`config.mk`:
```
export PLATFORM = sky130hd
export DESIGN_NAME = branch_compare_sequencer
export DESIGN_NICKNAME = d
export VERILOG_FILES = /design/src/rtl/branch_compare_sequencer.sv
export SDC_FILE = /design/constraint.sdc
export NUM_CORES = 1
export LEC_CHECK = 0
export BUFFER_PORTS_ARGS = -buffer_cell sky130_fd_sc_hd__buf_2
export CORE_MARGIN = 2
export CORE_UTILIZATION = 51
export DETAILED_ROUTE_END_ITERATION = 10
export PLACE_DENSITY = 0.75
export SLEW_MARGIN = 15
export SYNTH_ARGS = -nofsm -noshare
export SYNTH_HDL_FRONTEND = slang
export SYNTH_SLANG_ARGS = --single-unit
```
`constraint.sdc`:
```
create_clock -name clk -period 4.7 [get_ports clk]
set_input_delay 0.47 -clock clk [delete_from_list [all_inputs] [get_ports clk]]
set_output_delay 0.47 -clock clk [all_outputs]
set_load 0.02 [all_outputs]
```
`src/rtl/branch_compare_sequencer.sv`:
```
// ---------------------------------------------------------------------------
// branch_compare_sequencer
//
// Evaluates a RISC-V conditional-branch decision on two 64-bit operands.
// One 32-bit subtractor is shared by both halves: the low halves are
// subtracted first and the carry is chained into the high halves on the
// next cycle. The result is held in registers until the consumer takes it.
//
// Ports
//   clk        in   1   clock, rising edge
//   reset      in   1   asynchronous, active-high reset
//   in_valid   in   1   request present on A, B, funct3
//   in_ready   out  1   sequencer idle and able to accept a request
//   A, B       in   64  operands rs1, rs2
//   funct3     in   3   branch code (BEQ/BNE/BLT/BGE/BLTU/BGEU)
//   flush      in   1   synchronous abort of any in-flight compare
//   out_valid  out  1   result registers valid
//   out_ready  in   1   consumer takes the result
//   taken      out  1   branch decision (0 for illegal codes)
//   eq         out  1   A == B
//   lt         out  1   signed A < B
//   ltu        out  1   unsigned A < B
//   illegal    out  1   funct3 is 010 or 011
// ---------------------------------------------------------------------------
module branch_compare_sequencer (
  input  logic        clk,
  input  logic        reset,
  input  logic        in_valid,
  output logic        in_ready,
  input  logic [63:0] A,
  input  logic [63:0] B,
  input  logic [2:0]  funct3,
  input  logic        flush,
  output logic        out_valid,
  input  logic        out_ready,
  output logic        taken,
  output logic        eq,
  output logic        lt,
  output logic        ltu,
  output logic        illegal
);

  typedef enum logic [1:0] {IDLE, LO, HI, DONE} state_t;

  state_t      state_q, state_d;
  logic [63:0] a_q, b_q;
  logic [2:0]  f3_q;
  logic        c_lo_q, zero_lo_q;
  logic        taken_q, eq_q, lt_q, ltu_q, illegal_q;

  logic        accept, lo_en, res_en;

  // Shared subtractor: a - b computed as a + ~b + cin.
  logic [31:0] a_half, b_half;
  logic        cin;
  logic [32:0] sum;
  logic        carry, zero;

  // NOTE: every signal assigned in an always_comb gets a default first, so
  // no path leaves it unassigned and no latch is inferred.
  always_comb begin
    a_half = a_q[31:0];
    b_half = b_q[31:0];
    cin    = 1'b1;
    if (state_q == HI) begin
      a_half = a_q[63:32];
      b_half = b_q[63:32];
      cin    = c_lo_q;
    end
  end

  assign sum   = {1'b0, a_half} + {1'b0, ~b_half} + {32'd0, cin};
  assign carry = sum[32];
  assign zero  = (sum[31:0] == 32'd0);

  // Final decision, valid while the high half is on the subtractor.
  logic eq_d, lt_d, ltu_d, illegal_d, taken_d;

  always_comb begin
    eq_d      = zero_lo_q & zero;
    ltu_d     = ~carry;  // carry out set means no borrow, i.e. A >= B
    // Differing signs decide signed order directly; otherwise unsigned order holds.
    lt_d      = (a_q[63] ^ b_q[63]) ? a_q[63] : ltu_d;
    illegal_d = (f3_q == 3'b010) || (f3_q == 3'b011);
    taken_d   = 1'b0;
    case (f3_q)
      3'b000:  taken_d = eq_d;
      3'b001:  taken_d = ~eq_d;
      3'b100:  taken_d = lt_d;
      3'b101:  taken_d = ~lt_d;
      3'b110:  taken_d = ltu_d;
      3'b111:  taken_d = ~ltu_d;
      default: taken_d = 1'b0;
    endcase
  end

  // Next-state logic. flush overrides everything, including acceptance.
  always_comb begin
    state_d = state_q;
    accept  = 1'b0;
    lo_en   = 1'b0;
    res_en  = 1'b0;
    if (flush) begin
      state_d = IDLE;
    end else begin
      case (state_q)
        IDLE: if (in_valid) begin
          accept  = 1'b1;
          state_d = LO;
        end
        LO: begin
          lo_en   = 1'b1;
          state_d = HI;
        end
        HI: begin
          res_en  = 1'b1;
          state_d = DONE;
        end
        DONE: if (out_ready) state_d = IDLE;
        default: state_d = IDLE;
      endcase
    end
  end

  // NOTE: sequential state uses non-blocking assignments so every register
  // samples the pre-edge values, independent of statement order.
  always_ff @(posedge clk or posedge reset) begin
    if (reset) state_q <= IDLE;
    else       state_q <= state_d;
  end

  // Datapath registers are reset too, so outputs read as zero after reset
  // rather than carrying a previous result.
  always_ff @(posedge clk or posedge reset) begin
    if (reset) begin
      a_q       <= '0;
      b_q       <= '0;
      f3_q      <= '0;
      c_lo_q    <= 1'b0;
      zero_lo_q <= 1'b0;
      taken_q   <= 1'b0;
      eq_q      <= 1'b0;
      lt_q      <= 1'b0;
      ltu_q     <= 1'b0;
      illegal_q <= 1'b0;
    end else begin
      if (accept) begin
        a_q  <= A;
        b_q  <= B;
        f3_q <= funct3;
      end
      if (lo_en) begin
        c_lo_q    <= carry;
        zero_lo_q <= zero;
      end
      // Result outputs move only on entry to DONE.
      if (res_en) begin
        taken_q   <= taken_d & ~illegal_d;
        eq_q      <= eq_d;
        lt_q      <= lt_d;
        ltu_q     <= ltu_d;
        illegal_q <= illegal_d;
      end
    end
  end

  assign in_ready  = (state_q == IDLE);
  assign out_valid = (state_q == DONE);
  assign taken     = taken_q;
  assign eq        = eq_q;
  assign lt        = lt_q;
  assign ltu       = ltu_q;
  assign illegal   = illegal_q;

endmodule

```
Word-level counts from Yosys, hierarchy flattened
Index checks and enable logic that the tools add are counted.

Flip-flop bits (word level): 140. Output and inout bits: 7.

Add/sub/neg operators: 2. Eq/ne operators: 12. Muxes and demuxes: 16. Bitwise operators: 8. Reductions and logical operators: 5.

Operators with widths (number): $mux W32 (2); $add A32 B32 Y33 (1); $add A33 B1 Y33 (1); $logic_not A32 Y1 (1); $not A32 Y32 (1); $eq A3 B3 Y1 const B (4); $mux W1 (9); $pmux W2 S4 (1); $eq A3 B2 Y1 const B (2); $mux W2 (3); $ne A3 B2 Y1 const B (2); $pmux W1 S6 (1); $eq A2 B2 Y1 const B (2); $not A1 Y1 (4); $eq A3 B1 Y1 const B (1); $logic_not A3 Y1 (1); $and A1 B1 Y1 (2); $eq A2 B1 Y1 const B (1); $logic_not A2 Y1 (1); $reduce_and A2 Y1 (1); $logic_or A1 B1 Y1 (1); $xor A1 B1 Y1 (1).

Longest topological paths before layout
Gate-level depths: netlist (run 1).

Depth in word-level cells: 10. Gate-level depth with buffers: 18.

Worst setup path after synthesis (run 1)
No wires, ideal clock.

Kind: register -> register. From: register state_q[0]. To: register taken_q (netlist: taken). Library setup time: 87 ps. Arrival time: 4814 ps. Data required time: 4613 ps. Slack: -201 ps. Cell stages (with the launch flop): 18. Path buffers: 2. Period minus slack after synthesis: 4901 ps. Path through: dfrtp_1 -> inv_1 -> ha_1 -> clkbuf_1 -> buf_1 -> mux2_2 -> fa_1 -> fa_1 -> a21o_1 -> a221oi_2 -> o31a_2 -> a31oi_1 -> a221o_1 -> or4b_1 -> nand3_1 -> o31ai_1 -> or4_1 -> o211ai_1.

Longest elaborated chain between the ends: 10.

RTL lines: from (decl) (RTL line 45) `state_t state_q, state_d;`; from (signal assigned) (RTL line 129) `else state_q <= state_d;`; $eq A2 B2 Y1 (*) (RTL line 65, 106); $mux W32 (RTL line 65) `if (state_q == HI) begin`; $not A32 Y32 (RTL line 72) `assign sum = {1'b0, a_half} + {1'b0, ~b_half} + {32'd0, cin};`; $add A32 B32 Y33 (RTL line 72); $add A33 B1 Y33 (RTL line 72); $logic_not A32 Y1 or $not A1 Y1 (tied branches) (RTL line 74, 81); $and A1 B1 Y1 or $mux W1 (tied branches) (RTL line 80, 83); $not A1 Y1 (on tied branches) (RTL line 88, 90); $pmux W1 S6 (RTL line 86) `case (f3_q)`; $and A1 B1 Y1 (RTL line 158) `taken_q <= taken_d & ~illegal_d;`; to (signal assigned) (RTL line 158); to (decl) (RTL line 49) `logic taken_q, eq_q, lt_q, ltu_q, illegal_q;`.

Every way passes the cells marked *; elsewhere a longest branch is shown, timed or not. A chain may end at the register's enable or synchronous reset.

Final worst setup path (run 1)
Ends and elaborated chain as after synthesis.

==> key figures, run 1 <==
Placement
  – Port Buf Inserts: 142
  – Final RePlAce weighted congestion: 0.888
  – Place WS: 0.0885 ns
  – Final HPWL DP: around 13000 um

Yosys
  – Syn nets: a little under 900
  – Synth area leader: dfrtp_1
  – Number of synthesized flops with an enable pin: 0
  – Asr flop ratio synth: 1.00
  – Mapped cell area: 0.00803 mm2
  – Post-synthesis sequential area ratio: 0.436
  – Post-synth top cells: mux2_2 (165), dfrtp_1 (140), nand2_1 (39)
  – Synth cell types: between 50 and 60
  – Synth area leaders: dfrtp_1 (44%), mux2_2 (23%), ha_1 (5.5%)
  – Synth top area share: 0.436
  – Cells after synthesis: 703
  – Syn avg cell area: 11.4 um2
  – Ys Warns: 0
  – Most frequent cell after synthesis: mux2_2
  – Post-synth top flop: dfrtp_1
  – Synthesized flop and latch total: 140

Worst setup path
  – Family with the most delay on the worst path: compound AO/OA/AOI/OAI gates
  – CP bufs+invs: 1
  – Capturing point of the worst reg2reg path: taken
  – CP max stage cell: or4b_1
  – Worst Path Arrival: 4.82 ns
  – Reg2Reg Setup Slack: 0.21 ns
  – CP Cell Sequence: inv_2, ha_4, mux2_2, fa_1, fa_2, a21o_1, a221oi_4, o31a_2, a31oi_1, a221o_1, or4b_1, nand3_1, o31ai_1, or4_1, o211ai_1
  – CP Capture Type: register
  – CP Data Required Time: 5.03 ns
  – Peak fanout along the critical path: 4
  – Critical Path Start: state_q[0]
  – Reg2Reg Depth: 15
  – Slowest stage delay, CP: 0.50 ns
  – Crit path capture: taken
  – Worst flop-to-flop path startpoint: state_q[0]
  – WP depth: 15
  – Crit path launch type: register
  – Worst Path Class, Setup: reg -> reg

Detailed routing
  – Via count: 5946
  – Initial drt markers: 345
  – DRC violations left: 0
  – Drt pass-1 iters: 4
  – DR WL/cell: 16.5 um
  – DR vias/cell: 5.58
  – Final WL: 17600 um
  – Final ANT Viol Nets: 0

Timing
  – Fin. Hold Viols: 0
  – Fin crit period: 4.49 ns
  – Worst Tran Pin Value: 0.943 ns
  – Unrepaired setup endpoints after global routing: no
  – Max Clk Rate: 223 MHz
  – Final count of pins violating max slew: 0
  – Setup ws final: about 0.21 ns
  – Setup TNS: 0 ns
  – Clock skew: 0.0129 ns
  – Slew Limit Headroom: 0.372
  – Final Cycle Share: 0.955
  – # setup viols final: 0

Final layout
  – Share of layout cells above drive strength 1: 0.431
  – Area grow syn2layout: 21.7%
  – Multi-input logic area: 0.00438 mm2
  – N_diodes: 0
  – Flip-flop and latch area: ~0.0035 mm2
  – FILL cells: 1251
  – NumNets Final: 1015

Pwr
  – PwrDens: 903 mW/mm2
  – Peak supply drop: around 0.0004 V
  – Pleak: about 0.0043 uW

Global route
  – Initial antenna violation count: 0
  – Gr usage total: 0.215
  – First-pass GRT wire length: 28400 um
  – Pin count of the biggest net entering global routing: 102
  – Vias in the first global route: ~5800
  – Grt ovf: 0

Job
  – Max_cap viols: 0

CTS
  – Clk sinks: 140
  – CTS max path bufs: 2
  – CTS tree: built
  – Clk_lat worst skew: ~0.43 ns
  – Clk Tree Root Cell: clkbuf_16
  – Number of buffers created by CTS: 17
  – H-tree levels: 4
  – Clock-pin slew on the worst setup and hold paths: 0.06 ns

Floorplan
  – Initial core utilization: 0.525
  – Die Wd: 130 um
  – Die Y-Extent: 130 um
  – I/O Pins: 143
  – Die area: 0.0168 mm2
  – Cell Rows: 45
  – Core area: 0.0153 mm2

Worst hold path
  – Min-Delay Path Class: in -> async

Status
  – Outcome: complete, no violations
per-layer routing:
layer,vias up,wire [um],GRT usage
met5,-,0,0
met4,0,206,0.0500
met3,19,765,0.0566
met2,135,8420,0.352
met1,2921,8220,0.290
li1,2871,-,-
stage by stage:
stage	instance area [um2]	std cells	hold WS (ns)	power, uW	utilization
floorplan	8050	703	0.473	5930	-
CTS	9700	1063	0.244	8690	0.633
global route	9780	1065	0.242	9530	0.638
detailed placement	9030	1032	0.467	7120	0.590
finish	9780	1065	0.239	8830	0.638
global placement	9030	1032	0.463	7060	0.590
cell families after synthesis:
| kind of cell | Yosys count | synth area share |
|---|---|---|
| compound gates | 128 | 0.104 |
| xor+xnor | 17 | 0.0185 |
| fa+ha+maj | 37 | 0.0595 |
| buf+inv | 57 | 0.0276 |
| flops | 140 | 0.436 |
| mux | 202 | 0.277 |
| simple gates | 122 | 0.0772 |
worst min path at each step:
stage | startpoint | to | slack [ns] | depth (start not counted)
6_report | reset | b_q[34] | 0.24 | 2
5_1_grt | flush | state_q[0] | 0.24 | 2
4_1_cts | flush | state_q[0] | 0.24 | 2
3_5_place_dp | ltu | ltu | 0.47 | 2
3_3_place_gp | lt | lt | 0.46 | 2
2_1_floorplan | f3_q[2] | illegal | 0.47 | 1
state kept, by name, indices dropped and copies added (netlist names):
register / flops
illegal: 1
eq: 1
c_lo_q: 1
state_q: 2
zero_lo_q: 1
a_q: 64
taken: 1
b_q: 64
lt: 1
ltu: 1
f3_q: 3
cells in the final DEF, fill, tap and decap left out, types with 3 or more instances in the layout:
| cell | Yosys | final |
|---|---|---|
| xor2_1 | 8 | 8 |
| nand2_1 | 39 | 39 |
| bufinv_16 | 0 | 5 |
| o31ai_1 | 6 | 6 |
| nor3_1 | 8 | 7 |
| clkbuf_16 | 0 | 18 |
| o21a_1 | 3 | 3 |
| o211ai_1 | 9 | 9 |
| inv_1 | 19 | 17 |
| clkbuf_8 | 0 | 4 |
| mux2i_1 | 37 | 37 |
| nand4_1 | 14 | 14 |
| a21o_1 | 10 | 10 |
| o21ai_0 | 24 | 24 |
| nand2b_1 | 4 | 4 |
| nor2_1 | 25 | 25 |
| a21oi_1 | 36 | 36 |
| or4_1 | 4 | 4 |
| mux2_2 | 165 | 165 |
| ha_1 | 35 | 34 |
| o22ai_1 | 3 | 3 |
| o21bai_1 | 5 | 5 |
| nor2b_1 | 3 | 3 |
| dfrtp_1 | 140 | 140 |
| buf_4 | 0 | 12 |
| nand3_1 | 7 | 6 |
| and4_1 | 4 | 4 |
| buf_2 | 0 | 142 |
| a31oi_1 | 6 | 5 |
| clkinvlp_4 | 0 | 3 |
| a211oi_1 | 5 | 4 |
| xnor2_1 | 9 | 9 |
layout make-up:
cell class                 count  share of cell area
multi-input combinational    506               0.448
sequential                   140               0.358
timing repair buffer         158              0.0905
clock buffer                  21              0.0491
tap                          211              0.0270
clock inverter                10              0.0191
inverter                      19             0.00781
where the power goes:
| part | internal, uW | switching, uW |
|---|---|---|
| Clock | 995 | 517 |
| Sequential | 1810 | 325 |
| Combinational | 2390 | 2800 |
timing repair:
item	in CTS	in global routing
resized for setup	0	10
setup buffers	0	1
hold buffers	0	0
endpoints found under the setup margin	0	3
No activity file was read; power rests on OpenSTA's default activity.
==> run 2: changes to the inputs <==
--- a/config.mk
+++ b/config.mk
@@ -9,6 +9,7 @@
 export CORE_MARGIN = 2
 export CORE_UTILIZATION = 51
 export DETAILED_ROUTE_END_ITERATION = 10
+export MAX_ROUTING_LAYER = met4
 export PLACE_DENSITY = 0.75
 export SLEW_MARGIN = 15
 export SYNTH_ARGS = -nofsm -noshare
==> key figures, run 2 (synthesis gave the netlist of run 1 again) <==
Status
  – Outcome: complete, no violations

CTS
  – H-tree levels: 4
  – CTS tree: built
  – Clk sinks: 140
  – CTS hold repair buffers: 0
  – Clk Tree Root Cell: clkbuf_16
  – Clock-pin slew on the worst setup and hold paths: ~0.060 ns
  – Clk_lat worst skew: between 0.4 and 0.5 ns
  – CTS max path bufs: 2
  – Number of buffers created by CTS: 17

Floorplan
  – Initial core utilization: 0.525
  – Core area: ~0.015 mm2
  – I/O Pins: 143
  – Cell Rows: 45
  – Die Wd: 130 um
  – Die Y-Extent: 130 um
  – Die area: 0.0168 mm2

Final layout
  – Commonest cells after routing, fill and taps aside: mux2_2 (165), buf_2 (142), dfrtp_1 (140), nand2_1 (39), mux2i_1 (37)
  – N_diodes: 0
  – Share of layout cells above drive strength 1: 0.429
  – Commonest non-fill, non-tap cell in the layout: mux2_2
  – Area grow syn2layout: 21.6%
  – NumNets Final: 1015
  – Final core occ: 0.638
  – Top Registers: a_q x64, b_q x64, f3_q x3

Detailed routing
  – DR vias/cell: 5.63
  – Via count: 5996
  – Initial drt markers: 342
  – DRC violations left: 0
  – DR WL/cell: ~16 um
  – Final ANT Viol Nets: 0
  – Drt pass-1 iters: 6
  – Final WL: 17400 um

Pwr
  – PwrDens: 909 mW/mm2
  – Peak supply drop: about 0.00047 V
  – Pleak: 0.00432 uW
  – Tot Pwr: 8880 uW

Worst setup path
  – Peak fanout along the critical path: 4
  – Worst flop-to-flop path startpoint: state_q[0]
  – CP bufs+invs: 1
  – Critical Path Start: state_q[0]
  – Family with the most delay on the worst path: compound AO/OA/AOI/OAI gates
  – CP max stage cell: or4b_1
  – Crit path launch type: register
  – Worst Path Arrival: 4.83 ns
  – CP Capture Type: register
  – Slowest stage delay, CP: 0.51 ns
  – CP Data Required Time: slightly above 5 ns
  – Worst Path Class, Setup: reg -> reg
  – CP Cell Sequence: inv_1, ha_4, mux2_2, fa_1, fa_2, a21o_1, a221oi_4, o31a_2, a31oi_1, a221o_1, or4b_1, nand3_1, o31ai_1, or4_1, o211ai_1

Timing
  – Slew Limit Headroom: 0.367
  – Fin crit period: roughly 4.5 ns
  – Final count of pins violating max slew: 0
  – Setup ws final: 0.222 ns
  – Fin. Hold Viols: 0
  – Final Cycle Share: 0.953
  – # setup viols final: 0
  – Worst Tran Pin Value: 0.949 ns
  – Clock skew: 0.00711 ns
  – Max Clk Rate: 223 MHz
  – Setup TNS: 0 ns

Global route
  – Pin count of the biggest net entering global routing: 110
  – First-pass GRT wire length: 28500 um
  – Grt ovf: 0
  – Vias in the first global route: 5918
  – Initial antenna violation count: 0
  – Gr usage total: 0.224

Placement
  – Final RePlAce weighted congestion: 0.923
  – Final HPWL DP: 12600 um
  – Place WS: 0.107 ns
  – Port Buf Inserts: 142

Job
  – Max_cap viols: 0

Worst hold path
  – Hold Startpoint: flush
  – Min-Delay Path Class: in -> reg
==> run 2: layout make-up <==
class,instances,area [um2]
tap,211,264
fill,1252,5550
clock inverter,12,244
timing repair buffer,158,863
multi-input combinational,506,4390
clock buffer,19,433
inverter,19,76.3
sequential,140,3500
==> run 2: metrics by stage <==
| step | cell area [um2] | cells | hold slack (ns) |
|---|---|---|---|
| floorplan | 8050 | 703 | 0.473 |
| global placement | 9030 | 1033 | 0.463 |
| detailed placement | 9030 | 1033 | 0.466 |
| CTS | 9700 | 1064 | 0.223 |
| global route | 9770 | 1065 | 0.229 |
| finish | 9770 | 1065 | 0.239 |
==> run 2: worst paths after layout <==
check | slack [ns] | depth (start not counted) | endpoint
setup reg to reg | 0.22 | 15 | taken
max in group asynchronous | 3.46 | 3 | a_q[52]
hold / removal | 0.24 | 2 | state_q[0]
setup / recovery | 0.22 | 15 | taken
hold reg to reg | 0.48 | 2 | illegal
min in group asynchronous | 0.26 | 2 | b_q[34]
==> run 2: repair_timing <==
item | CTS | global route
endpoints found under the setup margin | 0 | 3
resized for setup | 0 | 13
buffers inserted | 0 | 1
==> run 2: layer usage <==
layer	routed length, um	vias to the layer above	GRT usage
li1	-	2889	-
met1	7950	2917	0.287
met2	8370	160	0.356
met3	814	30	0.0562
met4	276	0	0.0614
met5	0	-	-
==> run 2: power by group <==
part / leakage [uW] / switching [uW] / internal, uW
clock network: 0.000323 / 512 / 1040
registers: 0.00166 / 315 / 1810
logic: 0.00234 / 2830 / 2380
total: 0.00432 / 3650 / 5230
